**src/rtl/tube_pkg.sv**
```systemverilog
// Shared definitions for the Tube parasite-side interrupt logic.
// Channel indices, NMI FSM encoding, default IRQ mask and the priority helper.
package tube_pkg;

  localparam logic [1:0] CH_R1 = 2'd0;
  localparam logic [1:0] CH_R2 = 2'd1;
  localparam logic [1:0] CH_R3 = 2'd2;
  localparam logic [1:0] CH_R4 = 2'd3;

  localparam logic [3:0] IRQ_MASK_DEFAULT = 4'b1001;

  typedef enum logic [1:0] {
    NMI_IDLE  = 2'b00,
    NMI_PULSE = 2'b01,
    NMI_WAIT  = 2'b10
  } nmi_state_e;

  // Highest-numbered pending channel wins; result is don't-care when nothing is pending.
  function automatic logic [1:0] prio_idx(input logic [3:0] pend);
    logic [1:0] idx;
    if (pend[3]) begin
      idx = CH_R4;
    end else if (pend[2]) begin
      idx = CH_R3;
    end else if (pend[1]) begin
      idx = CH_R2;
    end else begin
      idx = CH_R1;
    end
    return idx;
  endfunction

endpackage

```
**src/rtl/tube_p2_int_ctrl_nmi.sv**
```systemverilog
// Edge-triggered NMI pulse generator: one NMI_WIDTH-cycle low pulse per rising
// edge of cond, re-armed only after cond has been sampled low.
module tube_nmi_pulse
  import tube_pkg::*;
#(
  parameter int NMI_WIDTH = 4
) (
  input  logic p2_clk,
  input  logic rst_b,
  input  logic cond,
  output logic nmi_n
);

  localparam logic [3:0] CNT_INIT = 4'(NMI_WIDTH - 1);

  if ((NMI_WIDTH < 1) || (NMI_WIDTH > 15)) begin : g_bad_width
    $error("tube_nmi_pulse: NMI_WIDTH must be in 1..15");
  end

  nmi_state_e state_r, state_nxt_s;
  logic [3:0] cnt_r, cnt_nxt_s;
  logic       nmi_n_nxt_s;

  // State, width counter and output register; reset releases NMI at once.
  always_ff @(posedge p2_clk or negedge rst_b) begin
    if (!rst_b) begin
      state_r <= NMI_IDLE;
      cnt_r   <= 4'd0;
      nmi_n   <= 1'b1;
    end else begin
      state_r <= state_nxt_s;
      cnt_r   <= cnt_nxt_s;
      nmi_n   <= nmi_n_nxt_s;
    end
  end

  // Output is decoded from the next state so the pulse starts on the entry edge.
  always_comb begin
    state_nxt_s = state_r;
    cnt_nxt_s   = cnt_r;
    nmi_n_nxt_s = 1'b1;
    case (state_r)
      NMI_IDLE: begin
        if (cond) begin
          state_nxt_s = NMI_PULSE;
          cnt_nxt_s   = CNT_INIT;
          nmi_n_nxt_s = 1'b0;
        end else begin
          state_nxt_s = NMI_IDLE;
        end
      end
      NMI_PULSE: begin
        if (cnt_r == 4'd0) begin
          state_nxt_s = NMI_WAIT;
        end else begin
          cnt_nxt_s   = cnt_r - 4'd1;
          nmi_n_nxt_s = 1'b0;
        end
      end
      NMI_WAIT: begin
        if (!cond) begin
          state_nxt_s = NMI_IDLE;
        end else begin
          state_nxt_s = NMI_WAIT;
        end
      end
      default: begin
        state_nxt_s = NMI_IDLE;
        cnt_nxt_s   = 4'd0;
      end
    endcase
  end

endmodule

```
**src/rtl/tube_p2_int_ctrl.sv**
```systemverilog
// Parasite-side Tube interrupt controller: level IRQ with priority vector latch
// and stuck-IRQ timeout, plus edge-triggered NMI via tube_nmi_pulse.
module tube_p2_int_ctrl
  import tube_pkg::*;
#(
  parameter logic [3:0] IRQ_MASK  = IRQ_MASK_DEFAULT,
  parameter int         NMI_CH    = 2,
  parameter int         NMI_WIDTH = 4,
  parameter int         TIMEOUT_W = 16
) (
  input  logic       rst_b,
  input  logic       p2_clk,
  input  logic [3:0] ch_avail,
  input  logic [3:0] irq_en,
  input  logic       nmi_en,
  input  logic       p2_iack,
  input  logic       stuck_clr,
  output logic       p2_irq_n,
  output logic       p2_nmi_n,
  output logic [1:0] irq_vec,
  output logic       irq_spurious,
  output logic       irq_stuck
);

  localparam logic [TIMEOUT_W-1:0] CNT_MAX = {TIMEOUT_W{1'b1}};

  if (IRQ_MASK[NMI_CH]) begin : g_bad_cfg
    $error("tube_p2_int_ctrl: NMI_CH must not be set in IRQ_MASK");
  end

  logic [3:0]           pend_s;
  logic                 any_pend_s;
  logic                 cond_s;
  logic [TIMEOUT_W-1:0] cnt_r, cnt_nxt_s;
  logic                 sat_s;

  assign pend_s     = ch_avail & irq_en & IRQ_MASK;
  assign any_pend_s = |pend_s;
  assign cond_s     = ch_avail[NMI_CH] & nmi_en;

  // IRQ level, acknowledge vector and spurious-ack pulse.
  always_ff @(posedge p2_clk or negedge rst_b) begin
    if (!rst_b) begin
      p2_irq_n     <= 1'b1;
      irq_vec      <= 2'd0;
      irq_spurious <= 1'b0;
    end else begin
      p2_irq_n     <= !any_pend_s;
      irq_spurious <= p2_iack & !any_pend_s;
      if (p2_iack && any_pend_s) begin
        irq_vec <= prio_idx(pend_s);
      end
    end
  end

  // Counter follows the registered IRQ line, so it measures what the CPU actually sees.
  always_comb begin
    cnt_nxt_s = cnt_r;
    if (p2_irq_n) begin
      cnt_nxt_s = {TIMEOUT_W{1'b0}};
    end else if (cnt_r == CNT_MAX) begin
      cnt_nxt_s = CNT_MAX;
    end else begin
      cnt_nxt_s = cnt_r + {{(TIMEOUT_W-1){1'b0}}, 1'b1};
    end
    sat_s = (cnt_nxt_s == CNT_MAX);
  end

  // Timeout counter and sticky flag; saturation outranks a simultaneous clear.
  always_ff @(posedge p2_clk or negedge rst_b) begin
    if (!rst_b) begin
      cnt_r     <= {TIMEOUT_W{1'b0}};
      irq_stuck <= 1'b0;
    end else begin
      cnt_r <= cnt_nxt_s;
      if (sat_s) begin
        irq_stuck <= 1'b1;
      end else if (stuck_clr) begin
        irq_stuck <= 1'b0;
      end
    end
  end

  tube_nmi_pulse #(
    .NMI_WIDTH (NMI_WIDTH)
  ) u_nmi (
    .p2_clk (p2_clk),
    .rst_b  (rst_b),
    .cond   (cond_s),
    .nmi_n  (p2_nmi_n)
  );

endmodule

```
**config.mk**
```make
export PLATFORM = sky130hd
export DESIGN_NAME = tube_p2_int_ctrl
export DESIGN_NICKNAME = d
export VERILOG_FILES = /design/src/rtl/tube_pkg.sv /design/src/rtl/tube_p2_int_ctrl_nmi.sv /design/src/rtl/tube_p2_int_ctrl.sv
export SDC_FILE = /design/constraint.sdc
export NUM_CORES = 1
export LEC_CHECK = 0
export ABC_AREA = 1
export ABC_CLOCK_PERIOD_IN_PS = 2140
export BUFFER_PORTS_ARGS = -buffer_cell sky130_fd_sc_hd__buf_4
export CAP_MARGIN = 10
export CORE_MARGIN = 4
export CORE_UTILIZATION = 40
export DETAILED_ROUTE_END_ITERATION = 7
export GPL_ROUTABILITY_DRIVEN = 0
export GPL_TIMING_DRIVEN = 0
export RECOVER_POWER = 25
export SKIP_LAST_GASP = 1
export SLEW_MARGIN = 20
export SYNTH_ARGS = -nofsm -noshare
export SYNTH_HDL_FRONTEND = slang
export SYNTH_SLANG_ARGS = --single-unit
```
**constraint.sdc**
```tcl
create_clock -name p2_clk -period 2.14 [get_ports p2_clk]
set_input_delay 0.428 -clock p2_clk [delete_from_list [all_inputs] [get_ports p2_clk]]
set_output_delay 0.428 -clock p2_clk [all_outputs]
set_load 0.005 [all_outputs]
```
==> results of run 1 <==
synth_stat cells (all sizes together):
| master | count | area (um^2) |
|---|---|---|
| dfstp | 2 | 52.6 |
| nand4 | 4 | 25.0 |
| a31oi | 1 | 6.26 |
| inv | 43 | 161 |
| nor3 | 1 | 5.00 |
| o22ai | 3 | 18.8 |
| or2 | 2 | 12.5 |
| o31ai | 1 | 7.51 |
| nand2 | 47 | 196 |
| xor2 | 4 | 35.0 |
| nand3 | 24 | 125 |
| clkbuf | 2 | 7.51 |
| ha | 3 | 37.5 |
| buf | 1 | 7.51 |
| a21oi | 11 | 70.1 |
| nor2 | 32 | 145 |
| dfrtp | 25 | 626 |
| o21bai | 1 | 7.51 |
| o21ai | 8 | 40.0 |
routing by layer:
| layer | share of wire (%) | vias up |
|---|---|---|
| met1 | 49 | 614 |
| met4 | 0.51 | 0 |
| li1 | - | 707 |
| met3 | 4.8 | 2 |
| met5 | 0 | - |
| met2 | 46 | 27 |
worst paths after layout:
| kind | startpoint | to | slack (ns) |
|---|---|---|---|
| worst max-delay path | cnt_r[0] | irq_stuck | 0.33 |
| worst min-delay path | stuck_clr | irq_stuck | 0.37 |
| worst max register to register | cnt_r[0] | irq_stuck | 0.33 |
| worst min register to register | irq_stuck | irq_stuck | 0.49 |
| max in group asynchronous | rst_b | irq_stuck | 0.86 |
| min in group asynchronous | rst_b | cnt_r[2] | 0.45 |
stage by stage:
stage,instances,area (um^2)
5_1_grt,282,1810
3_5_place_dp,278,1760
3_3_place_gp,278,1760
4_1_cts,282,1810
2_1_floorplan,215,1590
6_report,282,1810
registers in the layout, summed over array words and instances, names as in the netlist:
register and cells:
u_nmi.state_r 2, irq_spurious 1, p2_irq_n 1, irq_vec 1, u_nmi.nmi_n 1, u_nmi.cnt_r 4
cnt_r 16, irq_stuck 1
cells by family after synthesis:
family / count (synthesis)
xor+xnor: 4
flops: 27
fa+ha+maj: 3
simple gates: 110
buf+inv: 46
compound gates: 25
power by group through the flow:
| stage | Combinational [mW] | Sequential, mW | Clock, mW |
|---|---|---|---|
| after global placement | 0.344 | 0.651 | 0 |
| after CTS | 0.356 | 0.641 | 0.333 |
| after global routing | 0.418 | 0.651 | 0.352 |
| final | 0.347 | 0.641 | 0.318 |
| after detailed placement | 0.356 | 0.648 | 0 |
| after floorplan | 0.252 | 0.641 | 0 |
critical path, cell delays in order (launching register included):
cell and delay [ns]:
dfrtp_1 0.39, ha_1 0.25, nand2_2 0.09, nor2_2 0.17
nand2_2 0.10, nor2_2 0.20, or2_2 0.15, nand3_1 0.09
nor2_1 0.16, nand3_1 0.09, nand2_1 0.06
cell type report:
type | count | area (um^2)
tap | 48 | 60.1
clock inverter | 1 | 8.76
fill | 401 | 1940
clock buffer | 3 | 41.3
multi-input combinational | 142 | 732
timing repair buffer | 15 | 109
sequential | 27 | 678
inverter | 43 | 161
buffer | 3 | 15.0
==> metrics.txt, run 1 <==
outcome=finished, final reports clean; Initial Utilization=42.4%; Worst Path Arrival=2.03 ns; Post-CTS Hold Buffers=0; first-pass GRT wire length=5420 um; Worst-Skew Late Latency=0.28 ns; commonest cells after routing, fill and taps aside=nand2_1 (41), inv_1 (40), dfrtp_1 (25); core area=0.00374 mm^2; clock power share=24.3%; Final WS setup=0.335 ns; Slew @ Worst Pin=1.42 ns; H-tree levels=1; largest family of logic cells by synthesized area=simple AND/OR/NAND/NOR gates; Initial DRC Count=69; relative slew slack=5.61%; Power Internal=873 uW; synthesized area per cell=7.38 um^2; achievable frequency=554 MHz; cells after synthesis=215; Post-CTS Repair Setup Buffers=0; Final Core Density=48.2%; met3 Use GR=3.84%; io pins=19; NumNets Final=251; Psw=433 uW; CTS Buffer Depth=2; Tot Pwr=1.31 mW; XOR/XNOR Fraction of Synth Area=2.21%; Synth Area in Compound Gates=9.46%; grt met1 use=17.3%; Setup crit end kind=flip-flop; hold path depth=4; Synth Area in Simple Gates=32.1%; CP Max Fanout=4; GR met2 Demand/Resource=22.0%; Vias=1350; full die area=0.00504 mm^2; post-synthesis instance area=0.00159 mm^2; CTS Root Cell=clkbuf_8; largest net degree at the start of global routing=28; TNS Setup=0 ns; sequential share of power=49.1%; share of layout cells above drive strength 1=18.4%; number of synthesized register bits=27; number of synthesis warnings=0; Total GRT Usage=13.3%; Post-DP HPWL=2410 um; Final Slew Violations=0; final worst path period share=84.4%; Hold WC Path Type=in2reg; power share of the combinational group=26.6%; Leak=0.938 nW; hold slack=0.371 ns; RSZ-0062 raised after global routing=false; die width=71.0 um; total CTS buffers=3; DRT Wirelength=3110 um; Startpoint Class=flip-flop; worst vdd ir=0.539 mV; Reg clk slew, reported paths=0.10 ns; post-place setup slack=0.304 ns; WL/cell=11.0 um; antenna violations before repair=0; most common cell after layout, fill and taps aside=nand2_1; Cell variety after synth=28; Die Y=71.0 um; vias in the first global route=1231; sequential share of the synthesized area=42.7%; drt via density=4.79; DRC viols=0; Data required, critical path=2.37 ns; Tmin final=1.81 ns; Area Overhead vs Synth=13.8%; CTS tree=built; Routed Antenna Nets=0; switching part of the total=33.2%; PwrDens=723 mW/mm^2; clk sink count=27; critical path type=reg2reg; Finish-stage setup viols=0; clock skew=0.00642 ns; Hold Violations, Final=0; syn nets=231; row count=22; post-synthesis mux area share=0%; Pre-antenna DRT Iters=4; MaxCap Viol Count=0; antenna diode count=0; Most Crowded Layer GR=met2; CTS resizes=0; IO buf count=15; FF-to-FF path depth=10; Post-Synth Adder-Cell Area=2.37%; grt total ovfl=0
Power figures use the tool's default switching activity.
==> inputs of run 2 (changes only) <==
--- a/config.mk
+++ b/config.mk
@@ -6,7 +6,7 @@
 export NUM_CORES = 1
 export LEC_CHECK = 0
 export ABC_AREA = 1
-export ABC_CLOCK_PERIOD_IN_PS = 2140
+export ABC_CLOCK_PERIOD_IN_PS = 1800
 export BUFFER_PORTS_ARGS = -buffer_cell sky130_fd_sc_hd__buf_4
 export CAP_MARGIN = 10
 export CORE_MARGIN = 4
==> constraint.sdc (replaced) <==
create_clock -name p2_clk -period 1.8 [get_ports p2_clk]
set_input_delay 0.36 -clock p2_clk [delete_from_list [all_inputs] [get_ports p2_clk]]
set_output_delay 0.36 -clock p2_clk [all_outputs]
set_load 0.005 [all_outputs]
==> run 2 against run 1 <==
  * Total power grew 21%
  * Critical path type unchanged
  * Critical path depth shrank 1
  * Sequential power grew 21%
==> metrics.txt, run 2 (synthesis results as in run 1) <==
outcome=finished, final reports clean; row count=22; core area=0.00374 mm^2; Setup crit end kind=flip-flop; Finish-stage setup viols=0; Crit-path slowest cell=dfrtp_1; largest net degree at the start of global routing=28; Multi-input gate area=762 um^2; relative slew slack=55.9%; antenna diode count=0; CTS tree=built; Worst Path Arrival=1.88 ns; max reg flops=16; first-pass GRT wire length=5400 um; Worst-Skew Late Latency=0.28 ns; CTS Buffer Depth=2; die width=71.0 um; worst vdd ir=0.639 mV; final worst path period share=92.0%; NumNets Final=253; Data required, critical path=2.03 ns; fill count=381; Area Overhead vs Synth=17.1%; MaxCap Viol Count=0; FF-to-FF setup slack=0.14 ns; grt total ovfl=0; Reg clk slew, reported paths=0.10 ns; PwrDens=853 mW/mm^2; critical path, cell by cell=ha_4 -> nand3_2 -> nor2_4 -> nand2_4 -> a21oi_1 -> nand3_1 -> nor2_2 -> nand3_1 -> nand2_1; WL/cell=11.1 um; Leak=0.950 nW; DRC viols=0; commonest cells after routing, fill and taps aside=nand2_1 (41), inv_1 (37), dfrtp_1 (25); biggest regs=cnt_r x16, u_nmi.cnt_r x4, u_nmi.state_r x2; Hold Violations, Final=0; Final Core Density=49.6%; Routed Antenna Nets=0; critical path type=reg2reg; io pins=19; RSZ-0062 raised after global routing=true; r2r startpoint=cnt_r[0]; antenna violations before repair=0; Crit path top cell by count=nand3_1; Slew @ Worst Pin=0.662 ns; Hold Crit Start=stuck_clr; Tot Pwr=1.58 mW; CTS Root Cell=clkbuf_8; Post-DP HPWL=2410 um; CP Max Fanout=8; IO buf count=15; Final Slew Violations=0; Vias=1360; Initial DRC Count=66; Tmin final=1.66 ns; Total GRT Usage=13.3%; Initial Utilization=42.4%; hold path depth=4; clock skew=0.00488 ns; vias in the first global route=1224; WHS Endpoint=irq_stuck; Crit Reg-Reg Endpoint=irq_stuck; full die area=0.00504 mm^2; Startpoint Class=flip-flop; drt via density=4.79; FF-to-FF path depth=9; Storage cell area=678 um^2; share of layout cells above drive strength 1=22.0%; most common cell after layout, fill and taps aside=nand2_1; DRT Wirelength=3150 um; total CTS buffers=3; largest register by flop count=cnt_r; clk sink count=27; achievable frequency=604 MHz; Hold WC Path Type=in2reg; Die Y=71.0 um; H-tree levels=1; Pre-antenna DRT Iters=4; max incr delay on CP=0.42 ns
[run 2: layout make-up]
type                            instances  share of cell area [%]
Multi-Input combinational cell        142                    41.0
Sequential cell                        27                    36.5
Inverter                               43                    8.69
Timing Repair Buffer                   18                    7.27
Tap cell                               48                    3.23
Clock buffer                            3                    2.22
Buffer                                  2                   0.606
Clock inverter                          1                   0.471
[run 2: repair_timing]
| item | in CTS | in global routing |
|---|---|---|
| resized for setup | 2 | 7 |
| setup endpoints to repair | 1 | 2 |
| endpoints found under the hold margin | 25 | 0 |
| setup buffers | 0 | 2 |
| pin swaps | 0 | 6 |
| hold buffers | 1 | 0 |
[run 2: report_power, final]
| group | internal (mW) | switching, mW | leakage [nW] |
|---|---|---|---|
| Clock | 0.163 | 0.212 | 0.0261 |
| Sequential | 0.701 | 0.0728 | 0.357 |
| Combinational | 0.192 | 0.243 | 0.567 |
| Total | 1.06 | 0.528 | 0.950 |
[run 2: worst max-delay path: cells and delay by family (launching register included)]
family,cells,cell delay (ns)
simple gates,7,0.83
flops,1,0.42
fa+ha+maj,1,0.18
compound gates,1,0.18
[run 2: worst max-delay path by stage]
| stage | start | to | slack, ns | cells past startpoint |
|---|---|---|---|---|
| 2_1_floorplan | u_nmi.cnt_r[0] | u_nmi.cnt_r[2] | 0.30 | 9 |
| 3_3_place_gp | cnt_r[0] | irq_stuck | -0.04 | 11 |
| 3_5_place_dp | cnt_r[0] | irq_stuck | -0.04 | 11 |
| 4_1_cts | cnt_r[0] | irq_stuck | 0.01 | 11 |
| 5_1_grt | cnt_r[0] | irq_stuck | -0.05 | 11 |
| 6_report | cnt_r[0] | irq_stuck | 0.14 | 9 |
[run 2: metrics by stage]
| stage | setup TNS, ns | instances | setup slack [ns] | hold WS, ns | instance area [um^2] |
|---|---|---|---|---|---|
| global route | -0.0574 | 284 | -0.0547 | 0.307 | 1860 |
| detailed placement | -0.0360 | 278 | -0.0360 | 0.299 | 1760 |
| floorplan | 0 | 215 | 0.302 | 0.0644 | 1590 |
| global placement | -0.0366 | 278 | -0.0366 | 0.297 | 1760 |
| finish | 0 | 284 | 0.145 | 0.303 | 1860 |
| CTS | 0 | 282 | 0.0121 | 0.300 | 1820 |
[run 2: metal layers]
metal  GRT usage [%]  share of wire [%]
met2            22.0                 46
met5               0                  0
met4            2.51               0.51
met3            3.84                4.6
met1            17.3                 48
==> inputs of run 3 (changes only) <==
--- a/config.mk
+++ b/config.mk
@@ -19,4 +19,5 @@
 export SLEW_MARGIN = 20
 export SYNTH_ARGS = -nofsm -noshare
 export SYNTH_HDL_FRONTEND = slang
+export SYNTH_HIERARCHICAL = 1
 export SYNTH_SLANG_ARGS = --single-unit
==> run 3 against run 2 <==
  * Maximum frequency up 2.1%
  * Die area increased by 2.7%
  * Routed wire length rose by 5.7%
  * Clock skew grew 0.0015 ns
  * Global-route usage increased by 1.4 points
  * Sequential power up 3.1%
  * Combinational power up 4%
  * Worst hold slack gained 0.0077 ns
  * Critical path depth is the same
  * Synthesized cell count is 4.2% higher
  * Setup slack better by 0.034 ns
  * Via count increased by 2.1%
  * Largest power group unchanged
==> metrics.txt, run 3 <==
most frequent cell after synthesis=nand2_1; end of the critical path=irq_stuck; commonest cells after routing, fill and taps aside=nand2_1 (51), inv_1 (42), dfrtp_1 (25); Startpoint Class=flip-flop; Post-Synth Adder-Cell Area=1.53%; outcome=finished, final reports clean; sequential share of the synthesized area=41.5%; Crit Reg-Reg Endpoint=irq_stuck; Area contributors post-synth=dfrtp_1 (38%), nand2_1 (12%), inv_1 (9.6%); Final WS setup=0.179 ns; Hold Violations, Final=0; first-pass GRT wire length=6050 um; DRT Wirelength=3330 um; Cell variety after synth=28; Synth Area in Simple Gates=34.7%; post-place setup slack=0.0444 ns; switching part of the total=34.4%; EDFF count, synth=0; largest net degree at the start of global routing=28; synthesized area per cell=7.30 um^2; Crit-path slowest cell=dfrtp_1; PwrDens=857 mW/mm^2; NumNets Final=260; WL/cell=11.4 um; area leader, netlist=dfrtp_1; antenna violations before repair=0; syn nets=239; cells after synthesis=224; largest register by flop count=cnt_r; r2r startpoint=cnt_r[0]; Data required, critical path=2.03 ns; io pins=19; Power Internal=1.06 mW; antenna diode count=0; drt via density=4.75; Crit. Startpoint=cnt_r[0]; share of layout cells above drive strength 1=20.5%; grt total ovfl=0; CTS Root Cell=clkbuf_8; Final Slew Violations=0; clk sink count=27; Initial DRC Count=65; achievable frequency=617 MHz; CTS tree=built; Reg clk slew, reported paths=0.10 ns; max incr delay on CP=0.37 ns; Leak=0.981 nW; final worst path period share=90.1%; top cell type's share of synthesized area=38.3%; row count=22; Die Y=71.9 um; Synth Area in Compound Gates=8.65%; CP Max Fanout=4; total CTS buffers=3; Main synth FF type=dfrtp_1; FF-to-FF path depth=9; sequential share of power=49.6%; met3 Use GR=2.63%; Psw=553 uW; CTS Buffer Depth=2; Worst-Skew Late Latency=0.28 ns; top post-synthesis cells by count=nand2_1 (51), inv_1 (42), dfrtp_1 (25); max reg flops=16; post-synthesis instance area=0.00164 mm^2; Total GRT Usage=14.6%; IO buf count=15; Final Core Density=49.4%; critical path type=reg2reg; Initial Utilization=43.1%; Slew @ Worst Pin=0.674 ns; GR met2 Demand/Resource=23.4%; biggest regs=cnt_r x16, u_nmi/cnt_r x4, u_nmi/state_r x2; Pre-antenna DRT Iters=4; Tmin final=1.62 ns; MaxCap Viol Count=0; clock power share=22.5%; Crit path top cell by count=nand3_1; number of synthesis warnings=6; DRC viols=0; XOR/XNOR Fraction of Synth Area=2.14%; RSZ-0062 raised after global routing=false; full die area=0.00518 mm^2; core area=0.00380 mm^2; Hold WC Path Type=in2reg; Routed Antenna Nets=0; worst vdd ir=0.680 mV; post-synthesis mux area share=0%; Post-synth ARST share=100%; largest family of logic cells by synthesized area=simple AND/OR/NAND/NOR gates; Finish-stage setup viols=0; FF-to-FF setup slack=0.18 ns; Worst Path Arrival=1.85 ns; die width=71.9 um; Most Crowded Layer GR=met2; Post-DP HPWL=2570 um; Vias=1388; number of synthesized register bits=27; grt met1 use=20.0%; relative slew slack=55.1%; clock skew=0.00637 ns; Area Overhead vs Synth=14.8%; H-tree levels=1; fill count=392; TNS Setup=0 ns; vias in the first global route=1370; critical path, cell by cell=ha_2 -> nand3_2 -> nor2_4 -> nand3_2 -> nand3_1 -> nand3_1 -> nor2_1 -> nand3_1 -> nand2_1; power share of the combinational group=28.0%; Setup crit end kind=flip-flop; most common cell after layout, fill and taps aside=nand2_1
run 3: cell count changes after synthesis, sizes merged, moves of 3 or more:
cell   delta
inv       +3
nand2    +10
a21oi     -6
o21ai     +4
nor2      -3
run 3: area by class of cell:
type                       count  area, um^2  share of cell area (%)
multi-input combinational    148         781                    41.6
sequential                    27         678                    36.1
inverter                      46         173                    9.19
timing repair buffer          17         128                    6.80
tap                           48        60.1                    3.20
clock buffer                   3        41.3                    2.20
buffer                         2        12.5                   0.666
clock inverter                 1        5.00                   0.266
run 3: cells by family (layout without fill, tap and decap cells):
group / after synthesis / after routing
simple gates: 118 / 118
buf+inv: 49 / 69
flops: 27 / 27
compound gates: 24 / 24
xor+xnor: 4 / 4
fa+ha+maj: 2 / 2
run 3: power groups by stage:
stage / Combinational (mW) / Sequential, mW / Clock, mW
3_5_place_dp: 0.461 / 0.804 / 0
4_1_cts: 0.463 / 0.795 / 0.375
2_1_floorplan: 0.337 / 0.788 / 0
5_1_grt: 0.524 / 0.814 / 0.393
3_3_place_gp: 0.449 / 0.804 / 0
6_report: 0.451 / 0.798 / 0.361
run 3: critical path: cells and delay by family (launching register included):
| kind | cells | cell delay (ns) |
|---|---|---|
| AND/OR/NAND/NOR | 8 | 0.98 |
| flip-flops | 1 | 0.37 |
| adder cells (fa/ha/maj) | 1 | 0.21 |
run 3: routing by layer:
metal,vias up,wire length (um)
met3,5,139
met1,631,1620
li1,731,-
met2,21,1530
met5,-,0
met4,0,44
run 3: worst min path at each step:
| stage | start | endpoint | cells past startpoint |
|---|---|---|---|
| floorplan | rst_b | cnt_r[0] | 0 |
| global placement | rst_b | cnt_r[3] | 1 |
| detailed placement | rst_b | cnt_r[3] | 1 |
| CTS | stuck_clr | irq_stuck | 4 |
| global route | stuck_clr | irq_stuck | 4 |
| finish | stuck_clr | irq_stuck | 4 |
run 3: per-stage QoR:
stage	hold slack, ns	std cells	cell area [um^2]	total power [mW]
2_1_floorplan	0.0644	224	1640	1.13
3_3_place_gp	0.302	287	1810	1.25
3_5_place_dp	0.306	287	1810	1.26
4_1_cts	0.312	292	1860	1.63
5_1_grt	0.327	292	1880	1.73
6_report	0.311	292	1880	1.61
run 3: timing repair:
item	4_1_cts	5_1_grt
hold endpoints to repair	20	0
resized for setup	0	3
hold buffers	1	0
setup endpoints to repair	0	1
buffers inserted	0	1
